==> src/rtl/midi_note_parser.sv <==
// ============================================================================
// Module   : midi_note_parser
// Purpose  : MIDI byte stream to monophonic note/velocity/gate/program controls
// Revision : 1.0 - initial release
// ============================================================================
`default_nettype none

module midi_note_parser #(
    parameter logic [3:0] CHANNEL = 4'd0,
    parameter bit         OMNI    = 1'b0
) (
    input  logic       CLK,
    input  logic       RSTN,
    input  logic [7:0] RX_DATA,
    input  logic       RX_VALID,
    output logic [6:0] NOTE_NUM,
    output logic [6:0] NOTE_VEL,
    output logic       GATE,
    output logic [6:0] PROGRAM,
    output logic       NOTE_STROBE
);

    typedef enum logic [1:0] {
        IDLE    = 2'd0,
        WAIT_D1 = 2'd1,
        WAIT_D2 = 2'd2
    } state_t;

    state_t     state_q, state_d;
    logic [7:0] run_status_q, run_status_d;
    logic       run_ok_q, run_ok_d;
    logic [6:0] d1_q, d1_d;
    logic [6:0] note_num_q, note_num_d;
    logic [6:0] note_vel_q, note_vel_d;
    logic       gate_q, gate_d;
    logic [6:0] program_q, program_d;
    logic       strobe_q, strobe_d;

    logic       w_is_realtime;
    logic       w_is_system;
    logic       w_is_status;
    logic       w_one_data;
    logic       w_qualify;
    logic       w_msg_done;
    logic [6:0] w_msg_d1;
    logic [6:0] w_msg_d2;

    assign w_is_realtime = (RX_DATA[7:3] == 5'b11111);
    assign w_is_system   = (RX_DATA[7:4] == 4'hF) && !w_is_realtime;
    assign w_is_status   = RX_DATA[7] && !w_is_system && !w_is_realtime;
    assign w_one_data    = (run_status_q[7:4] == 4'hC) || (run_status_q[7:4] == 4'hD);
    assign w_qualify     = OMNI || (run_status_q[3:0] == CHANNEL);

    always_comb begin
        state_d      = state_q;
        run_status_d = run_status_q;
        run_ok_d     = run_ok_q;
        d1_d         = d1_q;
        w_msg_done   = 1'b0;
        w_msg_d1     = d1_q;
        w_msg_d2     = 7'd0;

        // Realtime bytes fall through every branch so they never disturb a message
        if (RX_VALID) begin
            if (w_is_system) begin
                run_ok_d = 1'b0;
                state_d  = IDLE;
            end else if (w_is_status) begin
                run_status_d = RX_DATA;
                run_ok_d     = 1'b1;
                state_d      = WAIT_D1;
            end else if (!RX_DATA[7]) begin
                case (state_q)
                    WAIT_D1: begin
                        d1_d = RX_DATA[6:0];
                        if (w_one_data) begin
                            w_msg_done = run_ok_q;
                            w_msg_d1   = RX_DATA[6:0];
                        end else begin
                            state_d = WAIT_D2;
                        end
                    end
                    WAIT_D2: begin
                        w_msg_done = run_ok_q;
                        w_msg_d2   = RX_DATA[6:0];
                        state_d    = WAIT_D1;
                    end
                    default: ;
                endcase
            end
        end
    end

    always_comb begin
        note_num_d = note_num_q;
        note_vel_d = note_vel_q;
        gate_d     = gate_q;
        program_d  = program_q;
        strobe_d   = 1'b0;

        if (w_msg_done && w_qualify) begin
            case (run_status_q[7:4])
                4'h9, 4'h8: begin
                    if ((run_status_q[7:4] == 4'h9) && (w_msg_d2 != 7'd0)) begin
                        note_num_d = w_msg_d1;
                        note_vel_d = w_msg_d2;
                        gate_d     = 1'b1;
                        strobe_d   = 1'b1;
                    end else if (gate_q && (w_msg_d1 == note_num_q)) begin
                        // Release only the sounding key; stale note-offs are dropped
                        gate_d   = 1'b0;
                        strobe_d = 1'b1;
                    end
                end
                4'hC:    program_d = w_msg_d1;
                default: ;
            endcase
        end
    end

    always_ff @(posedge CLK or negedge RSTN) begin
        if (!RSTN) begin
            state_q      <= IDLE;
            run_status_q <= 8'd0;
            run_ok_q     <= 1'b0;
            d1_q         <= 7'd0;
            note_num_q   <= 7'd0;
            note_vel_q   <= 7'd0;
            gate_q       <= 1'b0;
            program_q    <= 7'd0;
            strobe_q     <= 1'b0;
        end else begin
            state_q      <= state_d;
            run_status_q <= run_status_d;
            run_ok_q     <= run_ok_d;
            d1_q         <= d1_d;
            note_num_q   <= note_num_d;
            note_vel_q   <= note_vel_d;
            gate_q       <= gate_d;
            program_q    <= program_d;
            strobe_q     <= strobe_d;
        end
    end

    assign NOTE_NUM    = note_num_q;
    assign NOTE_VEL    = note_vel_q;
    assign GATE        = gate_q;
    assign PROGRAM     = program_q;
    assign NOTE_STROBE = strobe_q;

endmodule

`default_nettype wire

==> config.mk <==
export PLATFORM = sky130hd
export DESIGN_NAME = midi_note_parser
export DESIGN_NICKNAME = d
export VERILOG_FILES = /design/src/rtl/midi_note_parser.sv
export SDC_FILE = /design/constraint.sdc
export NUM_CORES = 1
export LEC_CHECK = 0
export CORE_MARGIN = 2
export CORE_UTILIZATION = 25
export DETAILED_ROUTE_END_ITERATION = 10
export PLACE_DENSITY = 0.49
export SLEW_MARGIN = 30
export SYNTH_ARGS = -nofsm -noshare
export SYNTH_HDL_FRONTEND = slang
export SYNTH_SLANG_ARGS = --single-unit
==> constraint.sdc <==
create_clock -name CLK -period 2.8 [get_ports CLK]
set_clock_uncertainty 0.1 [all_clocks]
set_input_delay 0.56 -clock CLK [delete_from_list [all_inputs] [get_ports CLK]]
set_output_delay 0.56 -clock CLK [all_outputs]
set_load 0.1 [all_outputs]
==> Yosys cells after proc, flatten, opt, wreduce, memory -nomap -nowiden <==
Cells that the tools add are included.
{ "classes": {"n_bitwise": 3, "n_mux": 30, "n_eq_ne": 11, "reduce_logical": 22} }
{ "op_table": {"columns": ["operator", "n"], "rows": [
  ["two-way mux 7 bit", 11],
  ["== test 4 bit, second input constant", 5],
  ["two-way mux 1 bit", 13],
  ["AND reduction 3 bit", 3],
  ["two-way mux 2 bit", 4],
  ["== test 7 bit", 1],
  ["nonzero test 7 bit", 1],
  ["logical AND 1 bit", 6],
  ["== test 5 bit, second input constant", 1],
  ["AND reduction 5 bit", 1],
  ["zero test 4 bit", 1],
  ["inequality test 4 bit, second input constant", 1],
  ["one-hot mux 2 bit (2 select lines)", 1],
  ["AND reduction 2 bit", 2],
  ["AND reduction 4 bit", 1],
  ["nonzero test 2 bit", 2],
  ["nonzero test 4 bit", 1],
  ["inequality test 3 x 1 -> 1 bit, second input constant", 1],
  ["inverter 1 bit", 3],
  ["== test 2 x 1 -> 1 bit, second input constant", 1],
  ["== test 2 bit, second input constant", 1],
  ["zero test 1 bit", 2],
  ["one-hot mux 1 bit (2 select lines)", 1],
  ["OR reduction 2 bit", 1],
  ["logical OR 1 bit", 1]
]} }
{ "totals": {"register_bits": 41, "elab_cells": 75, "inputBits": 11, "output_inout_bits": 23} }

==> Longest topological paths before layout <==
{ "depth": {"depth_word": 15, "mapped_depth": 8, "ltp_nobuf": 7} }

==> Worst setup path before layout <==
Ideal clock, no wire load.
{ "synth_path": {"path_kind": "reg2reg", "startpoint": "reg note_num_q[0], in the netlist NOTE_NUM[0]", "endpoint": "reg gate_q, in the netlist GATE", "t_required_ps": 2576, "n_path_buf": 1, "period_less_slack_ps": 2206, "stages_incl_launch_ff": 6, "setup_slack_ps": 594, "arrival_time_ps": 1982, "setup_time_ps": 124, "cell_sequence": "dfrtp_1 clkbuf_1 o22ai_1 a2111oi_0 o21bai_1 o31a_1"} }
{ "synth_via": {"elab_chain_len": 4} }
{ "synth_lines": {"columns": ["item", "line_no", "source"], "rows": [
  ["start: declaration", "33", "logic [6:0] note_num_q, note_num_d;"],
  ["start signal: assignment", "137", "note_num_q <= note_num_d;"],
  ["== test 7 bit", "109", "end else if (gate_q && (w_msg_d1 == note_num_q)) begin"],
  ["logical AND 1 bit", "109", null],
  ["nonzero test 2 bit (no line)", null, null],
  ["AND reduction 3 bit (no line)", null, null],
  ["end signal: assignment", "139", "gate_q <= gate_d;"],
  ["end: declaration", "35", "logic gate_q, gate_d;"]
]} }
Every way passes these cells.
A chain may end at the register's enable or synchronous reset.

==> Worst setup path after layout <==
{ "layout_path": {"startpoint": "in RX_DATA[7]", "endpoint": "reg note_num_q[5], in the netlist NOTE_NUM[5]"} }
{ "layout_via": {"elab_chain_len": 12, "word_cells_on_any_way": 23, "classes_between": "eq/ne: 2; mux: 12; reduce/logical: 9"} }
{ "layout_lines": {"columns": ["item", "line_no", "source"], "rows": [
  ["start: declaration", "14", "input logic [7:0] RX_DATA,"],
  ["== test 5 bit", "48", "assign w_is_realtime = (RX_DATA[7:3] == 5'b11111);"],
  ["zero test 1 bit", "49, 50", null],
  ["logical AND 1 bit", "49", "assign w_is_system = (RX_DATA[7:4] == 4'hF) && !w_is_realtime;"],
  ["zero test 1 bit", "50", "assign w_is_status = RX_DATA[7] && !w_is_system && !w_is_realtime;"],
  ["logical AND 1 bit (2 in series)", "50", null],
  ["two-way mux 7 bit", "68", "end else if (w_is_status) begin"],
  ["two-way mux 7 bit", "65", "if (w_is_system) begin"],
  ["two-way mux 7 bit", "64", "if (RX_VALID) begin"],
  ["nonzero test 7 bit", "104", "if ((run_status_q[7:4] == 4'h9) && (w_msg_d2 != 7'd0)) begin"],
  ["logical AND 1 bit", "104", null],
  ["AND reduction 3 bit (no line)", null, null]
]} }
Parallel ways exist; a longest one is shown, timed or not.

==> metrics.md <==
| Metric | Value |
|---|---|
| Status | complete, no violations |
| Share of post-route cells with drive strength above 1 | 29.4% |
| Fin crit share | approximately 83% |
| Drt initial violations | 108 |
| Cells after Synth | 192 |
| EDFF count, synth | 0 |
| Async set or reset register ratio after synthesis | 100% |
| First-pass GRT wire length | 8.07 mm |
| Complex-gate fraction of the synthesized area | 12.0% |
| Leading post-synthesis cells by cell area | dfrtp_1 (50%), mux2_2 (14%), o21ai_0 (5.1%), nand2_1 (4.9%), nor2b_1 (1.5%) |
| Hold/Removal Path Class | input pin to async pin |
| Setup ws final | between 0.4 and 0.5 ns |
| P_sw | 0.554 mW |
| Slowest CP cell | clkdlybuf4s50_1 |
| Vias | 1511 |
| Post-Route WL | 5.03 mm |
| DIE WIDTH | 95.0 um |
| Avg Cell Area, Syn | approximately 11 sq um |
| Worst reg-to-reg setup slack | 0.60 ns |
| FP Rows | 33 |
| XOR/XNOR share of the synthesized area | 2.11% |
| PD cells | 629 mW/mm^2 |
| Clock Tree Root | clkbuf_8 |
| Comb pwr share | 30.0% |
| Drt drc | 0 |
| Crit path arrival time | 2.41 ns |
| Setup TNS | 0 ns |
| WS Path Type | input pin to register |
| Critical path launch point type | input pin |
| Total GRT Usage | between 10% and 20% |
| Ys flop type | dfrtp_1 |
| Met2 usage | roughly a fifth |
| Clock period minus worst slack | 2.32 ns |
| Wire per inst | 14.8 um |
| Seq pwr share | a little under half |
| Main combinational cell family by area after synthesis | simple AND/OR/NAND/NOR gates |
| Worst R2R Start | state_q[0] |
| Most used cell, CP | mux2_2 |
| Syn Nets | around 200 |
| GR peak layer | met2 |
| Sw Share | 34.2% |
| Remaining global-route overflow | 0 |
| Mapped cell area | 0.00207 sq mm |
| Vias in the first global route | 1532 |
| Routed Antenna Nets | 0 |
| Max rail drop VDD | 0.000197 V |
| Worst Tran Pin Value | 0.540 ns |
| Count leader, synth | dfrtp_1 |
| Placer congestion estimate | 0.822 |
| Hold-fix buffers, CTS | 0 |
| Final Max Slew Viols | 0 |
| Largest net degree at the start of global routing | 42 |
| Post-DP HPWL | 3.74 mm |
| #FFs+latches synth | 41 |
| F_max | between 400 and 500 MHz |
| CTS tree | built |
| Worst R2R End | NOTE_VEL[4] |
| Initial antenna violation count | 0 |
| Met1 usage | 16.2% |
| Place WS | 0.167 ns |
| Clock sink count | between 40 and 50 |
| Seq/Total Area, Yosys | around half |
| Top cells by count, synth | dfrtp_1 (41), nand2_1 (27), mux2_2 (26) |
| Clock power frac | 23.8% |
| Pleak | 1.17 nW |
| Area growth syn-to-layout | 24.6% |
| Multiplexer area fraction after synthesis | 15.6% |
| Max-cap viol count | 0 |
| Post-DR vias/cell | 4.44 |
| Die area | 0.00903 sq mm |
| Pre-Repair DR Iteration Count | 4 |
| Post-CTS Setup Repair Bufs | 0 |
| Worst-skew pair later-pin latency | about 0.3 ns |
| Worst reg-to-reg path cell count | 8 |
| H-tree depth | 2 |
| Clock slew seen by the registers of the worst setup and hold paths | about 0.080 ns |
| Starting Density | between 20% and 30% |
| Met3 usage | between 2 and 2.5% |
| Die Ht | 95.0 um |
| Pint | 1.07 mW |
| Post-Synth Adder-Cell Area | 1.21% |
| Max_slew headroom | 64.0% |
| Cell variety after synth | 44 |
| Core Footprint | 0.00813 sq mm |
| CTS buffer count | 5 |
| Largest incremental delay on the critical path | about 0.44 ns |
| Final #Nets | roughly 250 |
| Fin. Hold Viols | 0 |
| Ports | 34 |
| RSZ-0062 raised after global routing | false |
| PortBufs | 33 |
| Share of Yosys cell area claimed by the top area cell type | 49.5% |
| Setup crit end kind | register |
| WP data required | 2.88 ns |
| Setup-failing EPs final | 0 |
| Yosys warning count | 0 |
| Cts repair resizes | 0 |
| Worst path cell trace | clkdlybuf4s50_1 > nand4bb_1 > nor2_1 > mux2_2 > mux2_2 |
| # diodes | 0 |
| Simple-gate portion of the synthesized area | roughly 16% |
| Area leader, netlist | dfrtp_1 |
| CTS Buffer Depth | 2 |
| CP max FO | 5 |
==> routing by layer <==
metal / wire, um / share of wire, %
met1: 2500 / 50
met2: 2270 / 45
met3: 182 / 3.6
met4: 72 / 1.4
met5: 0 / 0
==> critical path: cells and delay by family <==
family | cells | cell delay (ns)
AND/OR/NAND/NOR | 2 | 0.75
multiplexers | 2 | 0.66
buffers and inverters | 1 | 0.44
==> state kept, by name, summed over array words and instances, names as in the netlist, 2 cells and up <==
register and count:
d1_q 7, NOTE_NUM 7, run_status_q 8, PROGRAM 7
NOTE_VEL 7, state_q 2
==> area by class of cell <==
cell class,instances,area [sq um]
Tap cell,105,131
Sequential cell,41,1030
Inverter,8,30.0
Timing Repair Buffer,42,338
Multi-Input combinational cell,136,975
Clock buffer,8,80.1
Fill cell,837,5550
==> worst max-delay path by stage <==
stage                      startpoint  slack (ns)          end
after global placement     RX_DATA[7]        0.17  NOTE_NUM[1]
after floorplan           NOTE_NUM[0]        0.59         GATE
final                      RX_DATA[7]        0.48  NOTE_NUM[5]
after detailed placement   RX_DATA[7]        0.17   PROGRAM[1]
after CTS                  RX_DATA[7]        0.48   PROGRAM[1]
after global routing       RX_DATA[7]        0.37  NOTE_VEL[3]
==> power groups by stage <==
stage / logic, mW / registers [mW] / clock network (mW)
2_1_floorplan: 0.322 / 0.790 / 0
3_3_place_gp: 0.487 / 0.759 / 0
3_5_place_dp: 0.491 / 0.760 / 0
4_1_cts: 0.492 / 0.751 / 0.397
5_1_grt: 0.537 / 0.765 / 0.426
6_report: 0.486 / 0.750 / 0.386
==> through the flow <==
stage / hold slack, ns / power (mW) / utilization [%] / instances / instance area (sq um)
floorplan: 0.164 / 1.11 / - / 192 / 2070
global placement: 0.371 / 1.25 / 30.7 / 332 / 2500
detailed placement: 0.381 / 1.25 / 30.7 / 332 / 2500
CTS: 0.169 / 1.64 / 31.7 / 340 / 2580
global route: 0.181 / 1.73 / 31.7 / 340 / 2580
finish: 0.142 / 1.62 / 31.7 / 340 / 2580
==> placed cells by master (no fill, tap or decap), types with 5 or more instances in the layout <==
master           instances
a21oi_1                  5
buf_4                   33
clkbuf_8                 5
clkdlybuf4s50_1          9
dfrtp_1                 41
inv_1                    8
mux2_2                  26
nand2_1                 27
nor2_1                   6
nor2b_1                  5
o21ai_0                 21
==> cells by family after synthesis <==
group | after synthesis
adders and majority gates | 2
buffers and inverters | 15
muxes | 29
and+or+nand+nor | 59
AOI/OAI and AO/OA | 41
DFF | 41
xor gates and xnor gates | 5
No activity file was read; power rests on OpenSTA's default activity.
